`src/rtl/fib_sequencer.sv`:
```
// fib_sequencer: control FSM that fills regfile R0..Rn with a Fibonacci-style sequence through the ALU
module fib_sequencer #(
    parameter int DATA_WIDTH = 16,
    parameter int NUM_REGS = 16,
    parameter logic [3:0] ADD_OP = 4'b0101,
    parameter logic [DATA_WIDTH-1:0] SEED0 = DATA_WIDTH'(0),
    parameter logic [DATA_WIDTH-1:0] SEED1 = DATA_WIDTH'(1),
    localparam int IW = $clog2(NUM_REGS)
) (
    input  logic                  clk,
    input  logic                  reset,
    input  logic                  start,
    input  logic [IW-1:0]         n_last,
    input  logic                  alu_carry,
    output logic [NUM_REGS-1:0]   reg_enable,
    output logic [IW-1:0]         rd_a_sel,
    output logic [IW-1:0]         rd_b_sel,
    output logic [3:0]            alu_op,
    output logic                  imm_en,
    output logic [DATA_WIDTH-1:0] imm,
    output logic                  busy,
    output logic                  done,
    output logic                  overflow
);
    typedef enum logic [2:0] {IDLE, INIT0, INIT1, STEP, DONE} state_t;
    state_t state, state_nxt;
    logic [IW-1:0] idx, n;
    logic accept;
    assign accept = (state == IDLE || state == DONE) && start;
    // state register plus the run bookkeeping: latched length, write index, sticky carry
    always_ff @(posedge clk) begin
        if (reset) begin
            state <= IDLE;
            idx <= '0;
            n <= '0;
            overflow <= 1'b0;
        end else begin
            state <= state_nxt;
            if (accept) begin
                n <= n_last;
                overflow <= 1'b0;
            end
            if (state == INIT1) idx <= IW'(2);
            if (state == STEP && alu_carry) overflow <= 1'b1;
            if (state == STEP && !alu_carry && idx != n) idx <= idx + IW'(1);
        end
    end
    // next state: seeds first, then add steps until idx reaches n or the ALU carries out
    always_comb begin
        state_nxt = state;
        case (state)
            IDLE:    state_nxt = start ? INIT0 : IDLE;
            INIT0:   state_nxt = (n == '0) ? DONE : INIT1;
            INIT1:   state_nxt = (n == IW'(1)) ? DONE : STEP;
            STEP:    state_nxt = (alu_carry || idx == n) ? DONE : STEP;
            DONE:    state_nxt = start ? INIT0 : DONE;
            default: state_nxt = IDLE;
        endcase
    end
    // Moore outputs decoded from state and idx only
    always_comb begin
        reg_enable = '0;
        rd_a_sel = '0;
        rd_b_sel = '0;
        alu_op = '0;
        imm_en = 1'b0;
        imm = '0;
        busy = 1'b0;
        done = 1'b0;
        case (state)
            INIT0: begin
                reg_enable = NUM_REGS'(1);
                imm_en = 1'b1;
                imm = SEED0;
                busy = 1'b1;
            end
            INIT1: begin
                reg_enable = NUM_REGS'(2);
                imm_en = 1'b1;
                imm = SEED1;
                busy = 1'b1;
            end
            STEP: begin
                reg_enable = NUM_REGS'(1) << idx;
                rd_a_sel = idx - IW'(1);
                rd_b_sel = idx - IW'(2);
                alu_op = ADD_OP;
                busy = 1'b1;
            end
            DONE:    done = 1'b1;
            default: ;
        endcase
    end
endmodule

```
`config.mk`:
```
export PLATFORM = sky130hd
export DESIGN_NAME = fib_sequencer
export DESIGN_NICKNAME = d
export VERILOG_FILES = /design/src/rtl/fib_sequencer.sv
export SDC_FILE = /design/constraint.sdc
export NUM_CORES = 1
export LEC_CHECK = 0
export ABC_AREA = 1
export CAP_MARGIN = 20
export CORE_MARGIN = 5
export CORE_UTILIZATION = 29
export DETAILED_ROUTE_END_ITERATION = 7
export PLACE_DENSITY = 0.71
export SYNTH_ARGS = -nofsm -noshare
export SYNTH_HDL_FRONTEND = slang
export SYNTH_SLANG_ARGS = --single-unit
```
`constraint.sdc`:
```
create_clock -name clk -period 1.5 [get_ports clk]
set_input_delay 0.375 -clock clk [delete_from_list [all_inputs] [get_ports clk]]
set_output_delay 0.375 -clock clk [all_outputs]
set_load 0.05 [all_outputs]
```
==> impl_metrics.tcl, run 1 <==
set metrics [dict create \
    route.detailed.drc 0 \
    floorplan.rows 22 \
    vias 1280 \
    timing.critical_path.fanout_max 8 \
    ant_nets 0 \
    result_of_the_run "finished, violations left" \
    path_class "flop to output pin" \
    wirelength_um 3862 \
    fin_skew_ns 0.002305 \
    r2r.worst_path.cells 11 \
    detailedRoute.firstIterationViolations 31 \
    final_period_minus_worst_setup_slack_ns 1.856 \
    chip_height_um 71.65 \
    synth.top_cells.by_area "dfxtp_1 (22%), buf_4 (13%), ha_1 (11%)" \
    design.final.nets 260 \
    core_area_sq_mm 0.003661 \
    power.share.switching_pct 41.06 \
    worst_endpoint_data_arrival_time_ns 1.48 \
    syn-cell-area_sq_mm 0.001102 \
    power.share.sequential_pct 23.2 \
    dpl.cell_count 272 \
    layout-area-overhead-vs-synth_pct 131.9 \
    share_clk_of_total_power_pct 22.6 \
    layout.filler_cells 245 \
    synth.ff_latch_count 12 \
    gp_congestion 0.7910 \
    power.ir.vdd_worst_mv 0.4059 \
    hold_path_startpoint "n[2]$_SDFFE_PP0P_" \
    hold_path_class "flop to flop" \
    leakage_nw 1.031 \
    critical_path.startpoint_type "flop" \
    final_design_area_no_fill_sq_mm 0.002556 \
    worst_slack_ns -0.3557 \
    ys_types 26 \
    tritoncts_clock_tree "done" \
    setup_tns_ns -7.851 \
    wire_length_of_the_first_global_routing_pass_um 5940 \
    num_antenna_cells 0 \
    overflow 0 \
    initial_core_util_pct 30.11 \
    ff2ff_setup_slack_ns -0.02 \
    clk_latency_ns 0.24 \
    drive_above_1_share_pct 65.15 \
    synth.yosys.seq_area_share_pct 21.79 \
    power.combinational.fraction_pct 54.1 \
    timing.fmax_mhz 538.9 \
    clkSlewWorstSetupHoldPaths_ns 0.05 \
    worstHoldEndpoint "n[2]$_SDFFE_PP0P_" \
    antenna_found_initial 0 \
    cts.sinks 12 \
    post_cts_hold_buffer_count 0 \
    hold_slack_ns 0.5115 \
    synthesis.instances 165 \
    cts_max_path_buffers 2 \
    crit-reg2reg-launch "state[2]$_SDFF_PP0_" \
    instances_no_fill 289 \
    worstReg2RegEnd "idx[1]$_SDFFE_PP0P_" \
    intPower_mw 0.9373 \
    post-synth-top-area-fraction_pct 21.79 \
    clk_root_buffer_cell "clkbuf_8" \
    post-route-period-util_pct 123.7 \
    rsz0062_at_grt "true" \
    top_level_ports 56 \
    placedInstanceArea_sq_mm 0.002150 \
    report.final.slew_viol_count 0 \
    die_outline_width_um 71.65 \
    wl_per_cell_um 13.36 \
    grt_pass1_vias 1249 \
    final_common_cell "buf_12" \
    power.density_cell_area_mw_per_mm2 622.2 \
    maxCapViolations 0 \
    failing_checks "setup timing" \
    grt_usage_pct 14.59 \
    grt_max_degree 11 \
    required_time_worst_endpoint_ns 1.12 \
    critPathCaptureType "output pin" \
    synth.yosys.warnings 0 \
    viasPerCell 4.429 \
    die_area_sq_mm 0.005134 \
    holdPathStages 2 \
    synth_largest_area_cell "dfxtp_1" \
    report.final.setup_viol 31 \
    drt_pre_antenna_iters 4 \
    most-common-layout-cells "buf_12 (30), nor2_4 (25), buf_4 (25), nand2_1 (19), conb_1 (17)" \
    place_hpwl_um 2707 \
    syn-mean-instance-area_sq_um 6.681 \
    p_sw_mw 0.6531 \
    io_buffer_count 38 \
    htree_num_levels 1 \
    numCtsBuffers 3 \
    timing_hold_violations_final 0 \
]
[power groups by stage]
stage	clock network (mW)	registers (mW)	logic (mW)
final	0.360	0.369	0.861
after global placement	0	0.368	0.709
after detailed placement	0	0.369	0.719
after floorplan	0	0.372	0.482
after global routing	0.389	0.374	0.915
after CTS	0.370	0.368	0.830
[worst max-delay path by stage]
stage                   startpoint             to  slack [ns]  depth (start not counted)
6_report       state[2]$_SDFF_PP0_  reg_enable[8]       -0.36                          8
5_1_grt        state[2]$_SDFF_PP0_  reg_enable[8]       -0.41                          8
4_1_cts        idx[1]$_SDFFE_PP0P_    rd_a_sel[3]       -0.32                          6
3_5_place_dp   idx[1]$_SDFFE_PP0P_  reg_enable[0]        -0.1                          6
3_3_place_gp   idx[1]$_SDFFE_PP0P_  reg_enable[0]       -0.07                          6
2_1_floorplan  idx[1]$_SDFFE_PP0P_    rd_a_sel[3]       -0.44                          5
[critical path: stages (launching register included)]
cell and delay [ns]:
dfxtp_2 0.32, inv_2 0.07, nand2_4 0.06, nor2_4 0.17, buf_6 0.14, nand2_2 0.07, buf_12 0.16, nor2_4 0.11
buf_12 0.14
[area by class of cell]
cell class | count | area (sq um) | share of cell area (%)
Sequential cell | 12 | 251.5 | 9.838
Clock buffer | 4 | 55.05 | 2.154
Multi-Input combinational cell | 130 | 1090 | 42.63
Inverter | 19 | 83.83 | 3.279
Tap cell | 48 | 60.06 | 2.349
Timing Repair Buffer | 76 | 1016 | 39.75
[registers in the layout (all words and copies together), names as in the netlist]
name	cells
idx	4
state	3
n	4
overflow	1
[layer usage]
metal  global-route usage [%]  vias up  share of wire (%)
met3                    2.244        9                5.9
met1                    16.47      591                 39
li1                         -      634                  -
met2                    27.35       46                 53
met4                    5.219        0                2.2
met5                        0        -                  0
[per-stage QoR]
| step | setup WS, ns | utilization (%) | total power [mW] |
|---|---|---|---|
| 4_1_cts | -0.3193 | 67.16 | 1.568 |
| 2_1_floorplan | -0.4434 | - | 0.8547 |
| 3_5_place_dp | -0.09524 | 58.71 | 1.088 |
| 6_report | -0.3557 | 69.82 | 1.590 |
| 5_1_grt | -0.4097 | 69.82 | 1.678 |
| 3_3_place_gp | -0.07259 | 58.71 | 1.077 |
[logic make-up after synthesis]
logic type	synth area share [%]
XOR/XNOR	1.589
adder cells (fa/ha/maj)	11.35
AO/OA/AOI/OAI	11.01
other	0.3402
buffers and inverters	19.75
AND/OR/NAND/NOR	34.17
flip-flops	21.79
[what timing repair did]
item                                   in CTS  in global routing
setup buffers                              12                  4
endpoints found under the hold margin       0                  0
resized for setup                          52                 18
pin swaps                                   9                 11
setup endpoints to repair                  30                 37
[Yosys cell counts (all sizes together)]
library cell  instances
nand4                 1
ha                   10
inv                  19
nand3b                1
nand2                36
dfxtp                12
xor2                  1
a31oi                 2
nor2                 32
a311oi                1
o21ai                 9
buf                  20
nand3                 6
a21oi                11
conb                  1
xnor2                 1
or2                   1
nor3                  1
No activity file was read; power rests on OpenSTA's default activity.
==> run 2: changes to the inputs <==
- ABC_CLOCK_PERIOD_IN_PS: default -> 1500
- MAX_ROUTING_LAYER: default -> met4
==> run 2 against run 1 <==
  * The run still ends with setup timing left
  * Critical path depth did not move
  * Clock skew is the same
  * Largest cell class unchanged
  * Fmax hardly changed
==> impl_metrics.tcl, run 2 (synthesized netlist as in run 1, its figures left out) <==
set metrics [dict create \
    critical-path-slowest-cell "dfxtp_2" \
    dpl.cell_count 272 \
    reg_top3 "idx x4, n x4, state x3" \
    final_common_cell "buf_12" \
    gp_congestion 0.8022 \
    power.combinational.fraction_pct 54.1 \
    power.share.sequential_pct 23.2 \
    path_class "flop to output pin" \
    detailedRoute.firstIterationViolations 29 \
    fin_skew_ns 0.002305 \
    vias 1281 \
    power.density_cell_area_mw_per_mm2 622.3 \
    place_hpwl_um 2707 \
    power.ir.vdd_worst_mv 0.4059 \
    clk_latency_ns 0.24 \
    path_depth 8 \
    result_of_the_run "finished, violations left" \
    crit-reg2reg-launch "state[2]$_SDFF_PP0_" \
    maxCapViolations 0 \
    drive_above_1_share_pct 65.15 \
    htree_num_levels 1 \
    cts.sinks 12 \
    critical_path.startpoint_type "flop" \
    report.final.setup_viol 31 \
    ff2ff_setup_slack_ns -0.02 \
    worst_endpoint_data_arrival_time_ns 1.48 \
    wirelength_um 3861 \
    wl_per_cell_um 13.36 \
    clk_root_buffer_cell "clkbuf_8" \
    layout-area-overhead-vs-synth_pct 131.9 \
    timing.critical_path.fanout_max 8 \
    power.share.switching_pct 41.08 \
    worstReg2RegEnd "idx[1]$_SDFFE_PP0P_" \
    power_mw 1.591 \
    worst_slack_ns -0.3544 \
    chip_height_um 71.65 \
    grt_max_degree 11 \
    hold_path_class "flop to flop" \
    share_clk_of_total_power_pct 22.6 \
    intPower_mw 0.9373 \
    antenna_found_initial 0 \
    wire_length_of_the_first_global_routing_pass_um 5947 \
    initial_core_util_pct 30.11 \
    viasPerCell 4.433 \
    worstSetupEndpoint "reg_enable[8]" \
    num_antenna_cells 0 \
    design.final.nets 260 \
    failing_checks "setup timing" \
    cp_num_buf_inv 4 \
    critical_path.top_delay_family "buffers and inverters" \
    clkSlewWorstSetupHoldPaths_ns 0.05 \
    core_area_sq_mm 0.003661 \
    route.detailed.drc 0 \
    instances_no_fill 289 \
    post_cts_hold_buffer_count 0 \
    worstPathCellList "inv_2 > nand2_4 > nor2_4 > buf_6 > nand2_2 > buf_12 > nor2_4 > buf_12" \
    r2r.worst_path.cells 11 \
    drt_pre_antenna_iters 4 \
    critPathCaptureType "output pin" \
    timing.fmax_mhz 539.3 \
    layout.core_utilization_pct 69.82 \
    critical_path.startpoint "state[2]$_SDFF_PP0_" \
    timing_hold_violations_final 0 \
    grt_pass1_vias 1249 \
    post-route-period-util_pct 123.6 \
    report.final.slew_viol_count 0 \
    most-common-layout-cells "buf_12 (30), nor2_4 (25), buf_4 (25), nand2_1 (19), conb_1 (17)" \
    tritoncts_clock_tree "done" \
    floorplan.rows 22 \
    leakage_nw 1.031 \
    numCtsBuffers 3 \
    final_period_minus_worst_setup_slack_ns 1.854 \
    overflow 0 \
    die_outline_width_um 71.65 \
    max_stage_delay_ns 0.32 \
    grt_usage_pct 15.02 \
    ant_nets 0 \
    die_area_sq_mm 0.005134 \
    top_level_ports 56 \
    rsz0062_at_grt "true" \
    p_sw_mw 0.6535 \
    io_buffer_count 38 \
    cts_max_path_buffers 2 \
    required_time_worst_endpoint_ns 1.12 \
    setup_tns_ns -7.875 \
]
==> run 2: cell counts in the layout (fill, tap and decap cells not counted) <==
Identical to the previous run, type by type.
==> run 2: how the worst min path moves through the flow <==
stage                            endpoint  slack (ns)  cells past startpoint                   from
detailed placement  overflow$_SDFFE_PP0P_        0.51                      2  overflow$_SDFFE_PP0P_
floorplan               n[2]$_SDFFE_PP0P_        0.46                      2      n[2]$_SDFFE_PP0P_
finish                  n[2]$_SDFFE_PP0P_        0.51                      2      n[2]$_SDFFE_PP0P_
global route            n[2]$_SDFFE_PP0P_        0.56                      2      n[2]$_SDFFE_PP0P_
CTS                     n[2]$_SDFFE_PP0P_        0.52                      2      n[2]$_SDFFE_PP0P_
global placement        n[2]$_SDFFE_PP0P_        0.48                      2      n[2]$_SDFFE_PP0P_
==> run 2: timing repair <==
| item | CTS | global route |
|---|---|---|
| endpoints found under the setup margin | 30 | 37 |
| buffers inserted | 12 | 4 |
| resized for setup | 52 | 18 |
| pin swaps | 9 | 11 |
==> run 2: power groups by stage <==
stage          clock [mW]  combinational [mW]  sequential (mW)
6_report            0.360               0.861            0.370
3_3_place_gp            0               0.709            0.368
3_5_place_dp            0               0.719            0.369
2_1_floorplan           0               0.482            0.372
5_1_grt             0.389               0.915            0.374
4_1_cts             0.370               0.830            0.368
==> run 2: cell type report <==
type | instances | area [sq um]
clock buffers | 4 | 55.05
multi-input cells | 130 | 1090
fillers | 245 | 1105
flip-flops and latches | 12 | 251.5
repair buffers | 76 | 1016
inverters | 19 | 83.83
well taps | 48 | 60.06
==> run 2: worst min-delay path: stages, from the launching register on <==
cell	delay [ns]
dfxtp_1	0.32
inv_2	0.08
a21oi_1	0.07
==> run 2: per-layer routing <==
metal  wire [um]  GRT usage (%)  vias up  share of wire [%]
li1            -              -      634                  -
met1        1504          16.56      592                 39
met2        2050          27.35       46                 53
met3         223          2.104        9                5.8
met4          84          5.219        0                2.2
met5           0              -        -                  0
==> run 2: stage by stage <==
stage	hold slack, ns	instance area, sq um	worst slack (ns)
after floorplan	0.4586	1370	-0.4434
after global placement	0.4770	2150	-0.07259
after detailed placement	0.5072	2150	-0.09524
after CTS	0.5178	2459	-0.3193
after global routing	0.5567	2556	-0.4097
final	0.5115	2556	-0.3544
==> run 3: changes to the inputs <==
- CORE_ASPECT_RATIO: default -> 1.5
==> run 3 against run 2 <==
  * The run still ends with setup timing left
  * Largest cell class unchanged
  * Flip-flop and latch count stayed put
  * Worst hold slack worse by 0.018 ns
  * Cell count is 2.4% lower
  * Clock power is 1% lower
  * Worst setup slack better by 0.043 ns
==> impl_metrics.tcl, run 3 (synthesized netlist as in run 1, its figures left out) <==
set metrics [dict create \
    power.ir.vdd_worst_mv 0.6495 \
    fin_skew_ns 0.002755 \
    hold_path_class "flop to flop" \
    place_hpwl_um 2694 \
    vias 1294 \
    drt_pre_antenna_iters 4 \
    report.final.setup_viol 30 \
    hold_path_startpoint "n[2]$_SDFFE_PP0P_" \
    reg_top3 "idx x4, n x4, state x3" \
    core_area_sq_mm 0.003682 \
    critical_path.top_delay_family "buffers and inverters" \
    grt_usage_pct 13.83 \
    num_antenna_cells 0 \
    path_class "flop to output pin" \
    sequential_cell_area_sq_um 251.5 \
    initial_core_util_pct 29.94 \
    io_buffer_count 38 \
    worst_slack_ns -0.3113 \
    power.density_cell_area_mw_per_mm2 623.7 \
    layout.filler_cells 238 \
    wirelength_um 3759 \
    timing.critical_path.fanout_max 4 \
    placedInstanceArea_sq_mm 0.002171 \
    htree_num_levels 1 \
    rsz0062_at_grt "true" \
    drive_above_1_share_pct 64.02 \
    route.detailed.drc 0 \
    floorplan.rows 27 \
    layout-area-overhead-vs-synth_pct 132.2 \
    failing_checks "setup timing" \
    grt_max_degree 11 \
    maxCapViolations 0 \
    die_area_sq_mm 0.005160 \
    cp_num_buf_inv 3 \
    critical-path-slowest-cell "dfxtp_2" \
    tritoncts_clock_tree "done" \
    grt_pass1_vias 1248 \
    final_design_area_no_fill_sq_mm 0.002560 \
    top_level_ports 56 \
    report.final.slew_viol_count 0 \
    worstPathCellList "inv_4 > buf_6 > ha_2 > nand2_2 > o21ai_4 > buf_12" \
    setup_tns_ns -6.763 \
    crit-reg2reg-launch "state[2]$_SDFF_PP0_" \
    final_common_cell "buf_12" \
    result_of_the_run "finished, violations left" \
    gp_congestion 0.8215 \
    design.final.nets 258 \
    instances_no_fill 282 \
    leakage_nw 1.038 \
    wl_per_cell_um 13.33 \
    most-common-layout-cells "buf_12 (31), buf_4 (27), nor2_4 (26), nand2_1 (19), conb_1 (17)" \
    ant_nets 0 \
    wire_length_of_the_first_global_routing_pass_um 5471 \
    clkSlewWorstSetupHoldPaths_ns 0.06 \
    timing.fmax_mhz 552.1 \
    antenna_found_initial 0 \
    detailedRoute.firstIterationViolations 33 \
    worst_endpoint_data_arrival_time_ns 1.44 \
    critical_path.startpoint "idx[1]$_SDFFE_PP0P_" \
    numCtsBuffers 3 \
    final_period_minus_worst_setup_slack_ns 1.811 \
    dpl.cell_count 269 \
    cts.sinks 12 \
    critPathCaptureType "output pin" \
    timing_hold_violations_final 0 \
    max_stage_delay_ns 0.34 \
    clk_root_buffer_cell "clkbuf_8" \
    clk_latency_ns 0.24 \
    overflow 0 \
    multi_input_area_sq_mm 0.001121 \
    die_outline_width_um 60.34 \
    viasPerCell 4.589 \
    post-route-period-util_pct 120.8 \
    pre_cts_slack_ns -0.1259 \
    cts_max_path_buffers 2 \
    chip_height_um 85.51 \
    required_time_worst_endpoint_ns 1.12 \
    critical_path.startpoint_type "flop" \
]
## run 3: stage by stage
step	util, %	hold WS [ns]	power, mW
after floorplan	-	0.4586	0.8547
after global placement	58.95	0.4764	1.086
after detailed placement	58.95	0.4805	1.096
after CTS	64.80	0.4896	1.525
after global routing	69.52	0.5205	1.660
final	69.52	0.4939	1.597
## run 3: worst register-to-register path: stages, from the launching register on
cell and delay, ns:
dfxtp_2 0.32, inv_2 0.07, nand2_4 0.05, nor2_4 0.15, buf_6 0.15, inv_4 0.08, buf_4 0.16, nor2_8 0.11
nand2_4 0.09, nand2_1 0.07, nor2_1 0.04, nor2_1 0.11
## run 3: worst paths after layout
| path | slack [ns] | end | depth (start not counted) |
|---|---|---|---|
| hold reg to reg | 0.49 | n[2]$_SDFFE_PP0P_ | 2 |
| hold / removal | 0.49 | n[2]$_SDFFE_PP0P_ | 2 |
| setup / recovery | -0.31 | reg_enable[1] | 6 |
| setup reg to reg | 0.03 | idx[1]$_SDFFE_PP0P_ | 11 |
## run 3: routing by layer
metal | routed length (um) | part of all wire (%) | vias up | global-route usage, %
met5 | 0 | 0 | - | -
met4 | 59 | 1.6 | 0 | 4.032
li1 | - | - | 638 | -
met3 | 252 | 6.7 | 6 | 1.506
met1 | 1202 | 32 | 597 | 13.27
met2 | 2244 | 60 | 53 | 27.26
## run 3: final cells by class
class | count | share of cell area (%)
Clock buffer | 4 | 2.151
Inverter | 19 | 3.275
Multi-Input combinational cell | 130 | 43.79
Sequential cell | 12 | 9.824
Tap cell | 43 | 2.102
Timing Repair Buffer | 74 | 38.86
## run 3: where the power goes
| group | switching [mW] | total (mW) | internal, mW | leakage [nW] |
|---|---|---|---|---|
| Clock | 0.124 | 0.356 | 0.232 | 0.0288 |
| Sequential | 0.0241 | 0.370 | 0.346 | 0.102 |
| Combinational | 0.508 | 0.870 | 0.362 | 0.908 |
## run 3: what timing repair did
item                                    4_1_cts  5_1_grt
gates resized for setup                      34       36
endpoints found under the setup margin       31       37
pin swaps                                     5       10
setup buffers                                 7        5
hold buffers                                  0        0
